**config.mk**
```make
export PLATFORM = sky130hd
export DESIGN_NAME = mmio_finisher
export DESIGN_NICKNAME = d
export VERILOG_FILES = /design/src/rtl/mmio_finisher.sv
export SDC_FILE = /design/constraint.sdc
export NUM_CORES = 1
export LEC_CHECK = 0
export CORE_MARGIN = 5
export CORE_UTILIZATION = 53
export DETAILED_ROUTE_END_ITERATION = 8
export PLACE_DENSITY = 0.86
export SETUP_SLACK_MARGIN = 0.05
export SYNTH_ARGS = -nofsm -noshare
export SYNTH_HDL_FRONTEND = slang
export SYNTH_SLANG_ARGS = --single-unit
```
**constraint.sdc**
```tcl
create_clock -name clk -period 11.65 [get_ports clk]
set_input_delay 2.33 -clock clk [delete_from_list [all_inputs] [get_ports clk]]
set_output_delay 2.33 -clock clk [all_outputs]
set_load 0.005 [all_outputs]
```
**src/rtl/mmio_finisher.sv**
```systemverilog
// mmio_finisher: MMIO simulation-finish responder with scratch register and drain delay.
// Optional watchdog timeout enabled by defining FINISHER_WATCHDOG_EN.
module mmio_finisher #(
    parameter logic [31:0] BASE_ADDR      = 32'h0010_0000,
    parameter logic [31:0] LAST_ADDR      = 32'h0010_0007,
    parameter int unsigned DRAIN_CYCLES   = 8,
    parameter logic [31:0] TIMEOUT_CYCLES = 32'd1_000_000
) (
    input  logic        clk,
    input  logic        reset,
    input  logic        req_valid,
    output logic        req_ready,
    input  logic [31:0] req_addr,
    input  logic        req_wen,
    input  logic [31:0] req_wdata,
    output logic        resp_valid,
    output logic        resp_error,
    output logic [31:0] resp_rdata,
    output logic        finish_valid,
    output logic        finish_pass,
    output logic [15:0] finish_code
);
    typedef enum logic [1:0] {IDLE, RESP, DRAIN, DONE} state_t;

    localparam logic [31:0] DRAIN_LOAD = (DRAIN_CYCLES == 0) ? 32'd0 : DRAIN_CYCLES - 1;

    state_t      r_state;
    logic [31:0] r_drain;
    logic [31:0] r_scratch;
    logic        r_fin_pend;
    logic        r_resp_valid;
    logic        r_resp_error;
    logic [31:0] r_resp_rdata;
    logic        r_fin_valid;
    logic        r_pass;
    logic [15:0] r_code;

    logic [31:0] w_off;
    logic        w_ok;
    logic        w_fin;
    logic        w_timeout;

    assign w_off = req_addr - BASE_ADDR;
    assign w_ok  = (req_addr >= BASE_ADDR) && (req_addr <= LAST_ADDR) && (req_addr[1:0] == 2'b00);
    assign w_fin = w_ok && req_wen && (w_off == 32'd0) &&
                   ((req_wdata[15:0] == 16'h5555) || (req_wdata[15:0] == 16'h3333));

`ifdef FINISHER_WATCHDOG_EN
    logic [31:0] r_wd;
    assign w_timeout = r_wd >= TIMEOUT_CYCLES - 32'd1;
    always_ff @(posedge clk or posedge reset) begin
        if (reset)
            r_wd <= 32'd0;
        else if (r_state == IDLE || r_state == RESP)
            r_wd <= r_wd + 32'd1;
    end
`else
    logic w_unused;
    assign w_unused  = ^TIMEOUT_CYCLES;
    assign w_timeout = 1'b0;
`endif

    always_ff @(posedge clk or posedge reset) begin
        if (reset) begin
            r_state      <= IDLE;
            r_drain      <= 32'd0;
            r_scratch    <= 32'd0;
            r_fin_pend   <= 1'b0;
            r_resp_valid <= 1'b0;
            r_resp_error <= 1'b0;
            r_resp_rdata <= 32'd0;
            r_fin_valid  <= 1'b0;
            r_pass       <= 1'b0;
            r_code       <= 16'd0;
        end else begin
            r_resp_valid <= 1'b0;
            r_resp_error <= 1'b0;
            r_resp_rdata <= 32'd0;
            case (r_state)
                IDLE: begin
                    // A handshake wins over a watchdog expiry in the same cycle
                    if (req_valid) begin
                        r_state      <= RESP;
                        r_resp_valid <= 1'b1;
                        r_resp_error <= !w_ok;
                        r_resp_rdata <= (w_ok && !req_wen && w_off == 32'd4) ? r_scratch : 32'd0;
                        r_fin_pend   <= w_fin;
                        if (w_ok && req_wen && w_off == 32'd4)
                            r_scratch <= req_wdata;
                        if (w_fin) begin
                            r_pass <= req_wdata[15:0] == 16'h5555;
                            r_code <= req_wdata[31:16];
                        end
                    end else if (w_timeout) begin
                        r_state     <= DONE;
                        r_fin_valid <= 1'b1;
                        r_pass      <= 1'b0;
                        r_code      <= 16'hFFFF;
                    end
                end
                RESP: begin
                    r_state <= r_fin_pend ? DRAIN : IDLE;
                    r_drain <= DRAIN_LOAD;
                end
                DRAIN: begin
                    if (r_drain == 32'd0) begin
                        r_state     <= DONE;
                        r_fin_valid <= 1'b1;
                    end else begin
                        r_drain <= r_drain - 32'd1;
                    end
                end
                DONE: r_state <= DONE;
            endcase
        end
    end

    assign req_ready    = (r_state == IDLE) && !reset;
    assign resp_valid   = r_resp_valid;
    assign resp_error   = r_resp_error;
    assign resp_rdata   = r_resp_rdata;
    assign finish_valid = r_fin_valid;
    assign finish_pass  = r_pass;
    assign finish_code  = r_code;
endmodule

```
Word level (Yosys, flattened, before mapping)

Cells that the tools add are included.
W data, S select, Z words.

Add/subtract/negate cells: 2
Multipliers: 0
Divide/modulo/power cells: 0
Magnitude comparators: 2
Equal/unequal tests: 9
Shifts and indexed selects: 0
Mux-type cells: 13
Bitwise gates (word level): 0
Reductions and logical operators: 24

Operator list:

| operator                 | count |
|---|---|
| $mux W32                 | 4 |
| $logic_not A32 Y1        | 2 |
| $pmux W32 S2             | 1 |
| $eq A32 B3 Y1 const B    | 1 |
| $ge A32 B21 Y1 const B   | 1 |
| $le A32 B21 Y1 const B   | 1 |
| $sub A32 B1 Y32 const B  | 1 |
| $sub A32 B21 Y32 const B | 1 |
| $eq A16 B14 Y1 const B   | 1 |
| $eq A16 B15 Y1 const B   | 1 |
| $logic_and A1 B1 Y1      | 9 |
| $pmux W2 S4              | 1 |
| $reduce_and A2 Y1        | 4 |
| $mux W2                  | 3 |
| $ne A2 B2 Y1 const B     | 3 |
| $reduce_and A3 Y1        | 2 |
| $eq A2 B2 Y1 const B     | 2 |
| $logic_not A2 Y1         | 2 |
| $mux W1                  | 4 |
| $logic_not A1 Y1         | 3 |
| $eq A2 B1 Y1 const B     | 1 |
| $reduce_bool A2 Y1       | 1 |
| $logic_or A1 B1 Y1       | 1 |

Register bits: 119
Bits in latches: 0
Memory bits (writable): 0
Memory bits (read-only): 0
Bits of input ports: 68
Output and inout port bits: 53
Logic and storage cells: 60
Memories: 0

Logic depth before layout (Yosys ltp)

Gate-level depths: netlist of run 1.

Word-level depth: 8
Mapped depth: 10
Gate-level depth less buffers: 7

Worst setup path after synthesis of run 1

No wires, ideal clock.

Kind: input -> output
From: in reset
To: out req_ready
Arrival time: 2,490 ps
Data required time: 9,320 ps
Path slack: 6,830 ps
Cell stages on the path: 1
Path buffers: 0
Path through: nor3_1

Cells in the longest elaborated chain, start to end: 2

RTL lines:

| element             | line | text |
|---|---|---|
| from (decl)         | 10   | `input logic reset,` |
| $logic_not A1 Y1    | 118  | `assign req_ready = (r_state == IDLE) && !reset;` |
| $logic_and A1 B1 Y1 | 118  |  |
| to (decl)           | 12   | `output logic req_ready,` |

No other way between the ends.

Final worst setup path of run 1

Ends and elaborated chain as after synthesis.

==> results by group, run 1 <==
Run status
  • Status: completed

Critical path
  • Slowest CP cell: clkdlybuf4s50_1
  • Most used cell, CP: clkdlybuf4s50_1
  • Buf+Inv Stages, Crit Path: 2
  • Delay-heaviest family, CP: buffers and inverters
  • WP data arrival: 3520 ps
  • Max FO, Critical Path: 2
  • Worst path cell trace: clkdlybuf4s50_1 > nor3_1 > clkdlybuf4s50_1
  • Crit path capture type: output port
  • WS Path Type: in -> out
  • Critical Path Source Type: input port
  • Critical Path RT: 9320 ps
  • Max incr delay on CP: 560 ps

Synth
  • Yosys Warn Count: 0
  • Syn Nets: 471
  • Seq/Total Area, Yosys: 59.5%
  • Top cells by area, synth: dfrtp_1 59%, mux2_2 11%, and2_1 4.2%
  • Synth Register Bits: 119
  • Synth area leader: dfrtp_1
  • Synthesized area: 5010 µm²
  • Mean Syn Cell Area: 12.5 µm²
  • Share of the synthesized area in the top cell type: 59.5%
  • Synthesized netlist cell count: 402
  • Distinct cells, synth: 48

Timing
  • Period utilisation layout: 50.2%
  • WHS: 456 ps
  • Setup_tns: 0 ps
  • RSZ-0062 raised after global routing: no
  • Final hold violations: 0
  • Worst slew pin tran: 898 ps
  • Slew headroom: 39.6%
  • F_max: 171 MHz
  • Layout Skew: 9.94 ps
  • Final Setup Violations: 0
  • Fin crit period: 5850 ps
  • Final Slew Violations: 0

Clock tree
  • Clk buf depth: 2
  • Later-pin clock latency in the skew report: 520 ps
  • # resized after CTS: 0
  • Clk slew on worst S/H paths: 50 ps
  • Clock sinks: 119
  • H-tree level count: 4
  • TritonCTS clock tree: built
  • CTS root buf: clkbuf_8
  • CTS Buf Count: 17
  • Setup Fix Bufs, Post-CTS: 0
  • Number of hold buffers added after cts: 0

Cells and area
  • Fraction of layout cells with a size suffix above 1: 16.6%
  • Antenna cells: 0
  • Most frequent cells in the layout: 120 x clkdlybuf4s50_1, 119 x dfrtp_1, 49 x mux2_2
  • Synth-to-layout area growth: 37.3%
  • Commonest non-fill, non-tap cell in the layout: clkdlybuf4s50_1
  • Layout Nets: 597

Power and ir drop
  • Combinational power share: 4.3%
  • Leak Pwr: 3.20 nW
  • PD cells: 137 nW/µm²
  • Clock power frac: 51.6%
  • Int Power: 0.742 mW
  • Sequential Power Share: 44.0%
  • Sw Ratio: 21.4%
  • Peak supply drop: 0.117 mV
  • NetSw: 0.202 mW

Placed design
  • HPWL after detailed placement: 8330 µm
  • Final Wtd Congestion: 0.800
  • PortBufs: 120

GRT
  • Gr usage total: 23.4%
  • Pin count of the biggest net entering global routing: 64
  • Antenna violations before repair: 0
  • Vias in the first global route: 4051
  • Grt ovf: 0
  • First-pass GRT wire length: 20500 µm

Routing
  • Initial DRC Count: 216
  • DRT Wirelength: 12500 µm
  • Residual DRC: 0
  • Via density: 5.58
  • Drt first pass iters: 5
  • Routed length per instance: 18.7 µm
  • ANT nets after route: 0
  • Vias: 3741

Floorplan
  • Die W: 107 µm
  • Row count: 35
  • Die Ht: 107 µm
  • Core area: 9240 µm²
  • Top Ports: 121
  • Initial Util: 54.2%
  • Die area: 11500 µm²

Job
  • Maxcap violations: 0

Min path
  • Worst Hold Class: reg -> reg
registers in the layout (all words and copies together) (netlist names):
| register | flops |
|---|---|
| finish_valid | 1 |
| resp_valid | 1 |
| r_fin_pend | 1 |
| r_state | 2 |
| resp_error | 1 |
| r_drain | 32 |
| finish_code | 16 |
| r_scratch | 32 |
| finish_pass | 1 |
| resp_rdata | 32 |
power groups by stage:
stage / combinational (mW) / sequential, mW / clock (mW)
finish: 0.0407 / 0.416 / 0.488
global placement: 0.0400 / 0.423 / 0
detailed placement: 0.0411 / 0.423 / 0
floorplan: 0.0111 / 0.422 / 0
CTS: 0.0415 / 0.416 / 0.493
global route: 0.0445 / 0.416 / 0.514
routing by layer:
layer  vias to the layer above  GRT usage, %  wire length [µm]
met5                         -             0                 0
met4                         0          6.12                97
met2                       115          38.8              6440
met1                      1900          27.2              4770
li1                       1717             -                 -
met3                         9          11.1              1180
stage by stage:
| stage | instances | power (mW) | area (µm²) | util, % | setup WS [ps] |
|---|---|---|---|---|---|
| 3_5_place_dp | 638 | 0.464 | 6320 | 68.4 | 5780 |
| 4_1_cts | 670 | 0.950 | 6880 | 74.4 | 5780 |
| 5_1_grt | 670 | 0.974 | 6880 | 74.4 | 5720 |
| 6_report | 670 | 0.944 | 6880 | 74.4 | 5800 |
| 3_3_place_gp | 638 | 0.463 | 6320 | 68.4 | 5840 |
| 2_1_floorplan | 402 | 0.433 | 5010 | - | 6160 |
worst paths after layout:
path | end | from | depth (start not counted) | slack [ps]
min | finish_valid$_DFFE_PP0P_ | finish_valid$_DFFE_PP0P_ | 1 | 460
max reg2reg | r_scratch[27]$_DFFE_PP0P_ | r_state[1]$_DFFE_PP0P_ | 8 | 8780
max in group asynchronous | r_drain[13]$_DFFE_PP0P_ | reset | 3 | 8090
min reg2reg | finish_valid$_DFFE_PP0P_ | finish_valid$_DFFE_PP0P_ | 1 | 460
max | req_ready | reset | 3 | 5800
min in group asynchronous | finish_code[10]$_DFFE_PP0P_ | reset | 2 | 2290
synth_stat cells, drive strengths merged:
master	number
o311ai	3
mux2i	16
nor4	12
and4	1
o211a	1
a21oi	5
or4	7
nor3	12
nor4bb	5
nand2b	2
nand3b	3
nand4	6
and2	34
a31oi	1
mux2	49
a211oi	1
nand3	5
o31ai	6
nor3b	3
buf	6
o41ai	2
a221oi	1
xor2	1
o21ai	6
nand2	31
or3	9
clkbuf	10
a21o	2
ha	1
o22a	1
nand4bb	1
nor2b	3
a31o	1
or2	2
inv	8
dfrtp	119
and3	1
o211ai	6
nor2	14
or4b	1
nor4b	3
o22ai	1
cells by family after synthesis:
kind of cell / Yosys count / synth area share, %
AO/OA/AOI/OAI: 37 / 5.30
XOR/XNOR: 1 / 0.175
adder cells (fa/ha/maj): 1 / 0.250
buffers and inverters: 24 / 2.22
flip-flops: 119 / 59.5
multiplexers: 65 / 14.2
AND/OR/NAND/NOR: 155 / 18.4
cell type report:
type | count | area (µm²)
timing repair buffer | 123 | 1220
sequential | 119 | 2980
multi-input combinational | 259 | 1920
tap | 129 | 161
fill | 560 | 2360
clock buffer | 21 | 429
clock inverter | 11 | 126
inverter | 8 | 32.5
No activity file was read; power rests on OpenSTA's default activity.
==> run 2, diff against run 1 <==
--- a/config.mk
+++ b/config.mk
@@ -6,9 +6,9 @@
 export NUM_CORES = 1
 export LEC_CHECK = 0
 export CORE_MARGIN = 5
-export CORE_UTILIZATION = 53
+export CORE_UTILIZATION = 49
 export DETAILED_ROUTE_END_ITERATION = 8
-export PLACE_DENSITY = 0.86
+export PLACE_DENSITY = 0.8
 export SETUP_SLACK_MARGIN = 0.05
 export SYNTH_ARGS = -nofsm -noshare
 export SYNTH_HDL_FRONTEND = slang
==> constraint.sdc (replaced) <==
create_clock -name clk -period 5.6 [get_ports clk]
set_input_delay 1.12 -clock clk [delete_from_list [all_inputs] [get_ports clk]]
set_output_delay 1.12 -clock clk [all_outputs]
set_load 0.005 [all_outputs]
==> results by group, run 2 (synthesized netlist as in run 1, its figures left out) <==
GRT
  • Grt ovf: 0
  • First-pass GRT wire length: 20600 µm
  • Antenna violations before repair: 0
  • Pin count of the biggest net entering global routing: 90
  • Gr usage total: 21.2%
  • Vias in the first global route: 4067

Timing
  • F_max: 296 MHz
  • Final Setup Violations: 0
  • Final hold violations: 0
  • Slew headroom: 28.2%
  • Setup_tns: 0 ps
  • RSZ-0062 raised after global routing: no
  • Worst slew pin tran: 1080 ps
  • Period utilisation layout: 60.4%
  • Layout Skew: 9.29 ps
  • Final Slew Violations: 0
  • Fin crit period: 3380 ps

Routing
  • ANT nets after route: 0
  • Vias: 3623
  • Routed length per instance: 17.9 µm
  • Residual DRC: 0
  • Drt first pass iters: 4
  • DRT Wirelength: 12100 µm
  • Initial DRC Count: 201
  • Via density: 5.35

Placed design
  • Final Wtd Congestion: 0.811
  • PortBufs: 120
  • Placed cells: 645
  • HPWL after detailed placement: 8510 µm

Critical path
  • Critical Path Source Type: input port
  • Crit path capture type: output port
  • WS Path Type: in -> out
  • Max FO, Critical Path: 2
  • Critical Path RT: 4480 ps
  • WP data arrival: 2260 ps

Floorplan
  • Die Ht: 111 µm
  • Die W: 111 µm
  • Row count: 37
  • Core area: 10100 µm²
  • Top Ports: 121
  • Initial Util: 49.4%
  • Die area: 12300 µm²

Min path
  • Worst Hold Class: reg -> reg

Power and ir drop
  • Peak supply drop: 0.223 mV
  • Leak Pwr: 3.21 nW
  • PD cells: 289 nW/µm²

Cells and area
  • Layout Nets: 597
  • Final Util: 68.1%
  • Most frequent cells in the layout: 120 x clkdlybuf4s50_1, 119 x dfrtp_1, 49 x mux2_2
  • Commonest non-fill, non-tap cell in the layout: clkdlybuf4s50_1
  • Final cell count without fillers: 677
  • Synth-to-layout area growth: 37.9%
  • Antenna cells: 0
  • Fraction of layout cells with a size suffix above 1: 17.2%

Clock tree
  • # resized after CTS: 0
  • TritonCTS clock tree: built
  • Later-pin clock latency in the skew report: 510 ps
  • CTS root buf: clkbuf_8
  • Clock sinks: 119
  • Clk slew on worst S/H paths: 60 ps
  • Clk buf depth: 2
  • Setup Fix Bufs, Post-CTS: 0
  • Number of hold buffers added after cts: 0
  • H-tree level count: 4
  • CTS Buf Count: 17

Job
  • Maxcap violations: 0

Run status
  • Status: completed
[run 2: cell types whose count changed in the layout (fill, tap and decap cells not counted)]
cell / previous run / this run
clkbuf_1: 4 / 1
inv_6: 1 / 3
clkbuf_8: 1 / 2
clkinv_2: 3 / 2
clkinvlp_4: 1 / 2
[run 2: worst max-delay path: stages]
cell and delay, ps:
clkdlybuf4s50_1 460, nor3_1 150, clkdlybuf4s50_1 530
[run 2: worst paths after layout]
check,to,startpoint,depth (start not counted),slack [ps]
hold / removal,resp_rdata[11]$_DFF_PP0_,r_scratch[11]$_DFFE_PP0P_,1,480
setup / recovery,req_ready,reset,3,2220
min in group asynchronous,r_drain[1]$_DFFE_PP0P_,reset,2,1220
hold reg to reg,resp_rdata[11]$_DFF_PP0_,r_scratch[11]$_DFFE_PP0P_,1,480
setup reg to reg,r_drain[1]$_DFFE_PP0P_,r_drain[12]$_DFFE_PP0P_,5,2790
max in group asynchronous,resp_rdata[22]$_DFF_PP0_,reset,3,3320
[run 2: power by group]
part | switching [mW] | internal, mW | leakage (nW)
sequential | 0.00294 | 0.862 | 1.64
combinational | 0.0374 | 0.0481 | 1.29
clock | 0.399 | 0.649 | 0.279
[run 2: cell type report]
cell class / count / area [µm²]
fill: 735 / 3230
sequential: 119 / 2980
multi-input combinational: 259 / 1920
timing repair buffer: 123 / 1220
clock buffer: 19 / 432
tap: 136 / 170
clock inverter: 13 / 146
inverter: 8 / 32.5
[run 2: layer usage]
metal	track usage (%)	share of wire (%)
met3	9.99	8.1
met4	6.16	1.5
met1	24.1	39
met2	35.7	51
met5	0	0
[run 2: metrics by stage]
stage,power (mW),hold slack [ps],setup WS (ps),area [µm²]
after floorplan,0.901,439,1320,5010
after detailed placement,0.966,463,1770,6330
after global routing,2.07,500,2130,6910
after global placement,0.965,441,1830,6330
after CTS,2.02,478,2210,6910
final,2.00,477,2220,6910
==> run 3, diff against run 2 <==
==> constraint.sdc (replaced) <==
create_clock -name clk -period 3.5 [get_ports clk]
set_input_delay 0.7 -clock clk [delete_from_list [all_inputs] [get_ports clk]]
set_output_delay 0.7 -clock clk [all_outputs]
set_load 0.005 [all_outputs]
==> results by group, run 3 (synthesized netlist as in run 1, its figures left out) <==
Run status
  • Status: completed

Critical path
  • R2R depth: 5
  • R2r setup slk: 750 ps
  • RR Startpoint: r_state[1]$_DFFE_PP0P_
  • Critical Path Source Type: flip-flop
  • WP data arrival: 3170 ps
  • Max FO, Critical Path: 18
  • Max incr delay on CP: 700 ps
  • Reg-to-Reg End: r_drain[25]$_DFFE_PP0P_
  • WS Path Type: reg -> reg
  • Critical Path RT: 3930 ps
  • Delay-heaviest family, CP: simple AND/OR/NAND/NOR gates
  • Slowest CP cell: or4b_2
  • Crit path capture type: flip-flop
  • Buf+Inv Stages, Crit Path: 0
  • Worst path cell trace: or4b_2 > nor4_4 > o211ai_1 > nor3_1 > mux2i_1

Power and ir drop
  • PD cells: 452 nW/µm²
  • Leak Pwr: 3.23 nW
  • Peak supply drop: 0.366 mV
  • Overall power: 3.15 mW

Clock tree
  • Later-pin clock latency in the skew report: 510 ps
  • # resized after CTS: 0
  • Setup Fix Bufs, Post-CTS: 0
  • H-tree level count: 4
  • Number of hold buffers added after cts: 0
  • CTS root buf: clkbuf_8
  • TritonCTS clock tree: built
  • Clock sinks: 119
  • Clk slew on worst S/H paths: 50 ps
  • Clk buf depth: 2
  • CTS Buf Count: 17

Timing
  • Final Worst Setup Slack: 754 ps
  • Final Setup Violations: 0
  • RSZ-0062 raised after global routing: no
  • Setup_tns: 0 ps
  • Period utilisation layout: 78.4%
  • Final hold violations: 0
  • Layout Skew: 5.23 ps
  • WHS: 456 ps
  • Slew headroom: 37.1%
  • Fin crit period: 2750 ps
  • Final Slew Violations: 0
  • F_max: 364 MHz
  • Worst slew pin tran: 944 ps

Placed design
  • PortBufs: 120
  • Placed cells: 652
  • Setup WS pre-CTS: 462 ps
  • HPWL after detailed placement: 8650 µm
  • Final Wtd Congestion: 0.822

Cells and area
  • Final cell count without fillers: 684
  • Commonest non-fill, non-tap cell in the layout: clkdlybuf4s50_1
  • Layout Nets: 604
  • Antenna cells: 0
  • Fraction of layout cells with a size suffix above 1: 18.2%
  • Synth-to-layout area growth: 39.2%
  • Most frequent cells in the layout: 120 x clkdlybuf4s50_1, 119 x dfrtp_1, 49 x mux2_2
  • Fill cell count: 708

Floorplan
  • Row count: 37
  • Die Ht: 111 µm
  • Core area: 10100 µm²
  • Die W: 111 µm
  • Top Ports: 121
  • Die area: 12300 µm²
  • Initial Util: 49.4%

Routing
  • Drt first pass iters: 5
  • Residual DRC: 0
  • ANT nets after route: 0
  • Initial DRC Count: 174
  • Vias: 3692
  • Routed length per instance: 17.8 µm
  • DRT Wirelength: 12200 µm
  • Via density: 5.40

GRT
  • Grt ovf: 0
  • Pin count of the biggest net entering global routing: 55
  • Gr usage total: 20.8%
  • First-pass GRT wire length: 20000 µm
  • Antenna violations before repair: 0
  • Vias in the first global route: 3958

Min path
  • Worst Hold Class: reg -> reg
  • WHS Path Cells: 1
  • WHS Endpoint: finish_valid$_DFFE_PP0P_
  • Hold wc startpoint: finish_valid$_DFFE_PP0P_

Job
  • Maxcap violations: 0
==> run 3: routing by layer <==
layer  global-route usage [%]  up-vias  wire length (µm)
met5                        0        -                 0
li1                         -     1725                 -
met4                     8.11        0               223
met2                     33.5      108              5990
met1                     23.9     1838              4950
met3                     10.0       21              1040
==> run 3: through the flow <==
| step | utilization, % | area (µm²) |
|---|---|---|
| after floorplan | - | 5010 |
| after global placement | 63.2 | 6410 |
| after global routing | 68.8 | 6970 |
| after CTS | 68.8 | 6970 |
| after detailed placement | 63.2 | 6410 |
| final | 68.8 | 6970 |
==> run 3: how the worst max path moves through the flow <==
stage                                      start                           to  slack (ps)  depth (start not counted)
after floorplan                      req_addr[5]     resp_rdata[10]$_DFF_PP0_        1090                          6
after global placement              req_addr[23]  finish_code[13]$_DFFE_PP0P_         460                          7
after detailed placement            req_addr[23]  finish_code[13]$_DFFE_PP0P_         460                          7
after CTS                 r_state[1]$_DFFE_PP0P_      r_drain[25]$_DFFE_PP0P_         790                          5
after global routing      r_state[1]$_DFFE_PP0P_      r_drain[25]$_DFFE_PP0P_         640                          5
final                     r_state[1]$_DFFE_PP0P_      r_drain[25]$_DFFE_PP0P_         750                          5
==> run 3: worst register-to-register path, stage by stage (launching register included) <==
cell	delay, ps
dfrtp_1	680
or4b_2	710
nor4_4	450
o211ai_1	340
nor3_1	280
mux2i_1	220
==> run 3: area by class of cell <==
cell class                      count  area (µm²)  area share (%)
Clock buffer                       19         432            6.19
Clock inverter                     13         131            1.88
Inverter                            8        33.8           0.485
Multi-Input combinational cell    259        1920            27.6
Sequential cell                   119        2980            42.7
Tap cell                          136         170            2.44
Timing Repair Buffer              130        1300            18.7
==> run 3: report_power, final <==
part,leakage [nW],internal (mW),switching (mW)
Sequential,1.64,1.38,0.000994
Combinational,1.32,0.0810,0.0649
Clock,0.265,1.02,0.605
